<file path="src/rtl/led_pwm_bank.sv">
// Multi-channel LED/GPIO driver with a shared prescaled phase counter and per-channel
// OFF/ON/PWM/BLINK outputs. Define LED_PWM_STAGGER_EN to offset each channel's phase.
module led_pwm_bank #(
    parameter int CHANNELS = 2,
    parameter int WIDTH    = 8,
    parameter int DIV_W    = 16,
    parameter int CH_W     = (CHANNELS > 1) ? $clog2(CHANNELS) : 1
) (
    input  logic                clk,
    input  logic                rst,
    input  logic [DIV_W-1:0]    div,
    input  logic                cfg_valid,
    input  logic [CH_W-1:0]     cfg_ch,
    input  logic [1:0]          cfg_mode,
    input  logic [WIDTH-1:0]    cfg_duty,
    output logic                cfg_ready,
    output logic                tick,
    output logic [CHANNELS-1:0] pwm_out
);

    typedef enum logic [1:0] {
        MODE_OFF   = 2'd0,
        MODE_ON    = 2'd1,
        MODE_PWM   = 2'd2,
        MODE_BLINK = 2'd3
    } mode_t;

    localparam logic [WIDTH-1:0] PH_MAX = '1;

    logic [DIV_W-1:0]    pre_reg;
    logic [WIDTH-1:0]    ph_reg;
    logic                tick_reg;
    logic                step;
    logic                wrap;
    logic                accept;
    logic [CHANNELS-1:0] pending;

    // >= rather than == so lowering div mid-count cannot strand the prescaler
    assign step = (pre_reg >= div);
    assign wrap = step && (ph_reg == PH_MAX);

    always_ff @(posedge clk or posedge rst) begin
        if (rst) begin
            pre_reg  <= '0;
            ph_reg   <= '0;
            tick_reg <= 1'b0;
        end else begin
            pre_reg  <= step ? '0 : pre_reg + 1'b1;
            if (step) begin
                ph_reg <= ph_reg + 1'b1;
            end
            tick_reg <= wrap;
        end
    end

    assign tick = tick_reg;

    // Indices with no channel stay ready; their writes match no channel and vanish.
    always_comb begin
        cfg_ready = 1'b1;
        for (int c = 0; c < CHANNELS; c++) begin
            if (cfg_ch == CH_W'(c)) begin
                cfg_ready = !pending[c];
            end
        end
    end

    assign accept = cfg_valid && cfg_ready;

    generate
        for (genvar gi = 0; gi < CHANNELS; gi++) begin : g_ch
            localparam logic [CH_W-1:0] CH_IDX = CH_W'(gi);

            mode_t            shadow_mode_reg;
            mode_t            active_mode_reg;
            logic [WIDTH-1:0] shadow_duty_reg;
            logic [WIDTH-1:0] active_duty_reg;
            logic             pending_reg;
            logic             pwm_reg;
            logic             pwm_next;
            logic [WIDTH-1:0] phase;
            logic             sel;

`ifdef LED_PWM_STAGGER_EN
            localparam int OFS = gi * ((1 << WIDTH) / CHANNELS);
            assign phase = ph_reg + WIDTH'(OFS);
`else
            assign phase = ph_reg;
`endif

            assign sel = accept && (cfg_ch == CH_IDX);

            // A pending channel never accepts, so load-on-wrap and a new write cannot
            // collide; a write landing on the wrap cycle waits for the following wrap.
            always_ff @(posedge clk or posedge rst) begin
                if (rst) begin
                    shadow_mode_reg <= MODE_OFF;
                    shadow_duty_reg <= '0;
                    active_mode_reg <= MODE_OFF;
                    active_duty_reg <= '0;
                    pending_reg     <= 1'b0;
                end else begin
                    if (wrap && pending_reg) begin
                        active_mode_reg <= shadow_mode_reg;
                        active_duty_reg <= shadow_duty_reg;
                        pending_reg     <= 1'b0;
                    end
                    if (sel) begin
                        shadow_mode_reg <= mode_t'(cfg_mode);
                        shadow_duty_reg <= cfg_duty;
                        pending_reg     <= 1'b1;
                    end
                end
            end

            always_comb begin
                pwm_next = 1'b0;
                unique case (active_mode_reg)
                    MODE_OFF:   pwm_next = 1'b0;
                    MODE_ON:    pwm_next = 1'b1;
                    MODE_PWM:   pwm_next = (phase < active_duty_reg);
                    MODE_BLINK: pwm_next = phase[WIDTH-1];
                    default:    pwm_next = 1'b0;
                endcase
            end

            always_ff @(posedge clk or posedge rst) begin
                if (rst) begin
                    pwm_reg <= 1'b0;
                end else begin
                    pwm_reg <= pwm_next;
                end
            end

            assign pending[gi] = pending_reg;
            assign pwm_out[gi] = pwm_reg;
        end
    endgenerate

endmodule

</file>
<file path="config.mk">
export PLATFORM = sky130hd
export DESIGN_NAME = led_pwm_bank
export DESIGN_NICKNAME = d
export VERILOG_FILES = /design/src/rtl/led_pwm_bank.sv
export SDC_FILE = /design/constraint.sdc
export NUM_CORES = 1
export LEC_CHECK = 0
export CAP_MARGIN = 20
export CORE_MARGIN = 5
export CORE_UTILIZATION = 57
export DETAILED_ROUTE_END_ITERATION = 8
export PLACE_DENSITY = 0.86
export REMOVE_ABC_BUFFERS = 1
export SYNTH_ARGS = -nofsm -noshare
export SYNTH_HDL_FRONTEND = slang
export SYNTH_SLANG_ARGS = --single-unit
</file>
<file path="constraint.sdc">
create_clock -name clk -period 3 [get_ports clk]
set_input_delay 0.6 -clock clk [delete_from_list [all_inputs] [get_ports clk]]
set_output_delay 0.6 -clock clk [all_outputs]
set_load 0.02 [all_outputs]
</file>
# Yosys cells after proc, flatten, opt, wreduce, memory -nomap -nowiden

Index checks and enable logic that the tools add are counted.

Logic and storage cells: 48
Flip-flop bits (word level): 69
Memories: 0
Bits in writable memories: 0
Output and inout port bits: 4
Bits of input ports: 30
Memory bits (read-only): 0
Bits in latches: 0

Div/mod/pow operators: 0
$mul: 0
$add $sub $neg: 2
Equal/unequal tests: 7
Order comparisons: 3
Shift operators: 0
Muxes and demuxes: 8
Bitwise gates (word level): 1
Reductions and logical operators: 12

Operators by type and width:

| operator                                                               | number |
|---|---|
| 16-bit by 1-bit adder with 16-bit output (second input constant)       | 1 |
| 16-bit >= comparator                                                   | 1 |
| 8-bit less-than comparator                                             | 2 |
| 16-bit 2-to-1 mux                                                      | 1 |
| 8-bit by 1-bit adder with 8-bit output (second input constant)         | 1 |
| 2-bit equality test (second input constant)                            | 4 |
| 8-bit equality test (second input constant)                            | 1 |
| 1-bit one-hot mux with 4 select lines                                  | 2 |
| 1-bit logical AND                                                      | 6 |
| 1-bit 2-to-1 mux                                                       | 5 |
| 2-bit by 1-bit equality test with 1-bit output (second input constant) | 2 |
| 2-bit logical NOT                                                      | 2 |
| 2-bit nonzero test                                                     | 2 |
| 1-bit logical NOT                                                      | 2 |
| 1-bit inverter                                                         | 1 |

# Depth between registers and ports, before layout

Gate-level depths: netlist of the first run.

Depth in word-level cells: 5
Gate-level depth with buffers: 9
Gate-level depth less buffers: 8

# Worst setup path before layout of the first run

No wires, ideal clock.

Path type: input to register
Start point: in div[2]
End point: reg g_ch[0].active_duty_reg[0]
Setup slack: 0.469 ns
Stages: 9
Required time: 2.875 ns
Path buffers: 1
Setup time: 0.125 ns
Arrival: 2.406 ns
Cell sequence: inv_1 > ha_1 > a211o_1 > a31oi_1 > o31ai_1 > a211o_1 > and3_1 > buf_6 > mux2_4

Word-level cells in the longest chain between the ends: 3

RTL lines:

| item                   | line | text |
|---|---|---|
| start: declaration     | 11   | `input logic [DIV_W-1:0] div,` |
| 16-bit >= comparator   | 39   | `assign step = (pre_reg >= div);` |
| 1-bit logical AND      | 40   | `assign wrap = step && (ph_reg == PH_MAX);` |
| 1-bit logical AND      | 103  | `if (wrap && pending_reg) begin` |
| end signal: assignment | 105  | `active_duty_reg <= shadow_duty_reg;` |
| end: declaration       | 77   | `logic [WIDTH-1:0] active_duty_reg;` |

No other way between the ends.
A chain may end at the register's enable or synchronous reset.

# Worst setup path after layout of the first run

Start point: in div[2]
End point: reg g_ch[0].active_mode_reg[1]

Word-level cells in the longest chain between the ends: 3

RTL lines:

| item                   | line | text |
|---|---|---|
| 16-bit >= comparator   | 39   |  |
| 1-bit logical AND      | 40   |  |
| 1-bit logical AND      | 103  |  |
| end signal: assignment | 104  | `active_mode_reg <= shadow_mode_reg;` |
| end: declaration       | 75   | `mode_t active_mode_reg;` |

No other way between the ends.

==> flow_summary.rst, run 1 <==
.. list-table::
   :header-rows: 1

   * - Metric
     - Value
   * - Die area
     - roughly 8000 µm²
   * - Number of failing setup endpoints in the final timing report
     - 0
   * - Net total in the final layout
     - 410
   * - Average instance area after synthesis
     - between 10 and 15 µm²
   * - Starting utilization of the core area
     - 59.1%
   * - Cells on Worst Hold Path
     - 1
   * - Boundary Pins
     - 34
   * - Total placed cells including tap cells
     - 412
   * - H-tree depth
     - 3
   * - Leakage power summed over all cells
     - 1.99 nW
   * - Cell types occupying the most area after synthesis
     - sky130_fd_sc_hd__dfrtp_1, sky130_fd_sc_hd__ha_1, sky130_fd_sc_hd__mux2_2
   * - Vias per std cell
     - around 5.4
   * - Number of diodes added for antenna fixing
     - 0
   * - Total power divided by cell area
     - 630 nW/µm²
   * - Clk network pwr share
     - 25.3%
   * - Clock latency at the later pin of the worst-skew pair
     - 0.34 ns
   * - Area of the core
     - 5990 µm²
   * - Power share of the combinational group
     - 23.5%
   * - Overall global routing resource usage
     - a little under a fifth
   * - Startpoint of the lowest-slack hold path
     - g_ch[1].shadow_duty_reg[5]$_DFFE_PP0P_
   * - Clock tree from TritonCTS
     - yes
   * - Cell count of the worst reg-to-reg path
     - 8
   * - HPWL after detailed placement
     - 4860 µm
   * - Internal portion of total power
     - 1.84 mW
   * - Most used cells in the layout excluding fill and tap cells
     - sky130_fd_sc_hd__dfrtp_1, sky130_fd_sc_hd__inv_1, sky130_fd_sc_hd__clkdlybuf4s50_1, sky130_fd_sc_hd__ha_1, sky130_fd_sc_hd__mux2_2
   * - DR WL/cell
     - 14.6 µm
   * - Setup Skew
     - 0.00914 ns
   * - Number of fillers in the final layout
     - approximately 440
   * - Number of synthesized flops with an enable pin
     - 0
   * - FP Rows
     - 28
   * - Count of distinct cell types in the synthesized netlist
     - 36
   * - Leading register cell type out of synthesis
     - sky130_fd_sc_hd__dfrtp_1
   * - Cell mode on critical path
     - sky130_fd_sc_hd__a211o_1
   * - Smallest setup slack after layout
     - 0.271 ns
   * - Switching fraction of total power
     - 29.9%
   * - First-pass GRT wire length
     - between 10000 and 15000 µm
   * - Fin crit share
     - 91.0%
   * - Hold-fix buffers at CTS
     - 0
   * - Worst Max-Slew Pin Slew
     - 0.600 ns
   * - Largest incremental delay on the critical path
     - 0.45 ns
   * - Critical path capture point type
     - flop
   * - Clock root buffer
     - sky130_fd_sc_hd__clkbuf_8
   * - Switching component of the power
     - between 0.7 and 0.8 mW
   * - Async set or reset register ratio after synthesis
     - 100%
   * - Share of post-route cells with drive strength above 1
     - 17.6%
   * - Critical path fanouts, max
     - 10
   * - Crit path max-delay cell type
     - sky130_fd_sc_hd__clkdlybuf4s50_1
   * - Count of instances resized after the clock tree is built
     - 0
   * - Pin count of the biggest net entering global routing
     - 28
   * - Post-route DRC violation count
     - 0
   * - Maximum vdd ir drop
     - 0.509 mV
   * - Post-synth top area cell
     - sky130_fd_sc_hd__dfrtp_1
   * - Summed instance area of the synthesized netlist
     - 3540 µm²
   * - Launch point of the worst reg-to-reg path
     - pre_reg[2]$_DFF_PP0_
   * - Proportion of power drawn by flip-flops and latches
     - 51.2%
   * - Clock transition at path regs
     - 0.06 ns
   * - End point of the most critical hold path
     - g_ch[1].active_duty_reg[5]$_DFFE_PP0P_
   * - Gr ovfl total
     - 0
   * - Max-cap violations
     - 0
   * - Result of the run
     - complete, no violations
   * - Setup repair after global routing missed its margin
     - false
   * - Chain of cells forming the critical path
     - clkdlybuf4s50_1 > inv_1 > ha_1 > a211o_1 > a31oi_1 > o31ai_1 > a211o_1 > and3_1 > buf_12 > mux2_4
   * - Synth Register Bits
     - 69
   * - Number of post-CTS setup repair buffers
     - 0
   * - Synth warnings
     - 0
   * - Headroom to the max-slew limit
     - between 50% and 60%
   * - Final GP Congestion
     - ~0.83
   * - Count of vias placed by the detailed router
     - roughly 2300
   * - Number of buffer cells added on primary ports
     - 33
   * - Area Growth Syn to Fin
     - 17.4%
   * - Initial antenna violation count
     - 0
   * - Sinks on Clock Net
     - 69
   * - Share of Yosys cell area claimed by the top area cell type
     - 48.7%
   * - Worst slack at placement
     - -0.0928 ns
   * - Post-Route Hold Slack
     - just under 0.5 ns
   * - Total wire length after detailed routing
     - 6250 µm
   * - Top achievable clock speed
     - 366 MHz
   * - Startpoint class of the critical path
     - input pin
   * - First-pass DRT Iterations
     - 4
   * - Leading cell type in the layout, fill and taps excluded
     - sky130_fd_sc_hd__dfrtp_1
   * - Final std cells w/o fill
     - 428
   * - Classification of the worst-slack hold path
     - flop to flop
   * - Width of the die
     - 88.8 µm
   * - Arrival time of data at the critical path endpoint
     - 2.95 ns
   * - Final Critical Period
     - 2.73 ns
   * - Gate count of the mapped netlist
     - slightly above 300
   * - Register-to-register setup slack
     - 0.59 ns
   * - Kind of critical path
     - input pin to flop
   * - Number of global-route vias before repair
     - 2429
   * - Post-layout power
     - 2.62 mW
   * - Final Hold Vio Count
     - 0
   * - Number of routed nets with antenna violations
     - 0
   * - Max-slew violations
     - 0
   * - Count of routing violations after the opening detailed-route iteration
     - 125
   * - Number of buffers created by CTS
     - 9
   * - Critical path data required time
     - between 3 and 4 ns
   * - Y dimension of the die
     - 88.8 µm
   * - Number of buffers on the longest clock path
     - 2
   * - Worst flop-to-flop path endpoint
     - g_ch[0].active_mode_reg[1]$_DFFE_PP0P_
   * - Seq/Total Area, Yosys
     - 48.7%
-- worst max-delay path by stage --
stage,cells past startpoint,to,startpoint
after global placement,10,g_ch[0].active_mode_reg[1]$_DFFE_PP0P_,div[2]
final,10,g_ch[0].active_mode_reg[1]$_DFFE_PP0P_,div[2]
after global routing,10,g_ch[0].active_mode_reg[1]$_DFFE_PP0P_,div[2]
after CTS,10,g_ch[0].active_mode_reg[1]$_DFFE_PP0P_,div[2]
after detailed placement,10,g_ch[0].active_mode_reg[1]$_DFFE_PP0P_,div[2]
after floorplan,8,g_ch[0].active_duty_reg[0]$_DFFE_PP0P_,div[2]
-- worst max-delay path: cells and delay by family --
kind | cells | cell delay [ns]
AOI/OAI and AO/OA | 4 | 0.89
muxes | 1 | 0.30
and+or+nand+nor | 1 | 0.21
buffers and inverters | 3 | 0.65
adders and majority gates | 1 | 0.30
-- routing by layer --
| layer | share of wire [%] | routed length (µm) | vias to the layer above | global-route usage, % |
|---|---|---|---|---|
| li1 | - | - | 1140 | - |
| met1 | 43 | 2690 | 1124 | 21.4 |
| met2 | 51 | 3180 | 33 | 31.8 |
| met3 | 4.2 | 265 | 9 | 4.84 |
| met4 | 1.8 | 113 | 0 | 9.34 |
| met5 | 0 | 0 | - | 0 |
-- per-stage QoR --
| stage | setup TNS (ns) | util, % | area (µm²) |
|---|---|---|---|
| after CTS | 0 | 69.5 | 4160 |
| after global placement | -0.438 | 66.5 | 3980 |
| final | 0 | 69.5 | 4160 |
| after global routing | 0 | 69.5 | 4160 |
| after floorplan | 0 | - | 3500 |
| after detailed placement | -1.48 | 66.5 | 3980 |
-- power by group through the flow --
stage	logic [mW]	registers [mW]	clock network (mW)
floorplan	0.460	1.30	0
global placement	0.580	1.35	0
detailed placement	0.623	1.36	0
CTS	0.626	1.34	0.688
global route	0.707	1.38	0.732
finish	0.616	1.34	0.663
-- synthesized netlist by cell type (all sizes together), types with 3 or more instances --
master,n
a211o,3
a21oi,10
and3,6
buf,3
clkbuf,4
dfrtp,69
ha,32
inv,35
mux2,40
nand2,8
nand2b,5
nand3,10
nand4,10
nor2,20
o21ai,7
xnor2,11
xor2,10
-- cell families (layout without fill, tap and decap cells) --
family                     Yosys count  after routing  share of synthesized area, %
AOI/OAI and AO/OA                   32             32                          5.83
muxes                               41             41                          14.1
DFF                                 69             69                          48.7
and+or+nand+nor                     68             68                          10.0
buffers and inverters               42             90                          4.87
xor gates and xnor gates            21             21                          5.19
adders and majority gates           32             32                          11.3
-- cell type report --
class | instances | area, µm² | share of cell area (%)
clock buffer | 12 | 155 | 3.73
clock inverter | 4 | 22.5 | 0.541
inverter | 35 | 131 | 3.16
multi-input combinational | 194 | 1640 | 39.5
sequential | 69 | 1730 | 41.5
tap | 75 | 93.8 | 2.25
timing repair buffer | 39 | 388 | 9.32
Note: power is estimated with default switching activity, not from simulation.
==> run 2: changes to the inputs <==
SLEW_MARGIN = 10   (was unset)
==> results of run 2 <==
Final layout, timing and power as in run 1 (identical DEF).
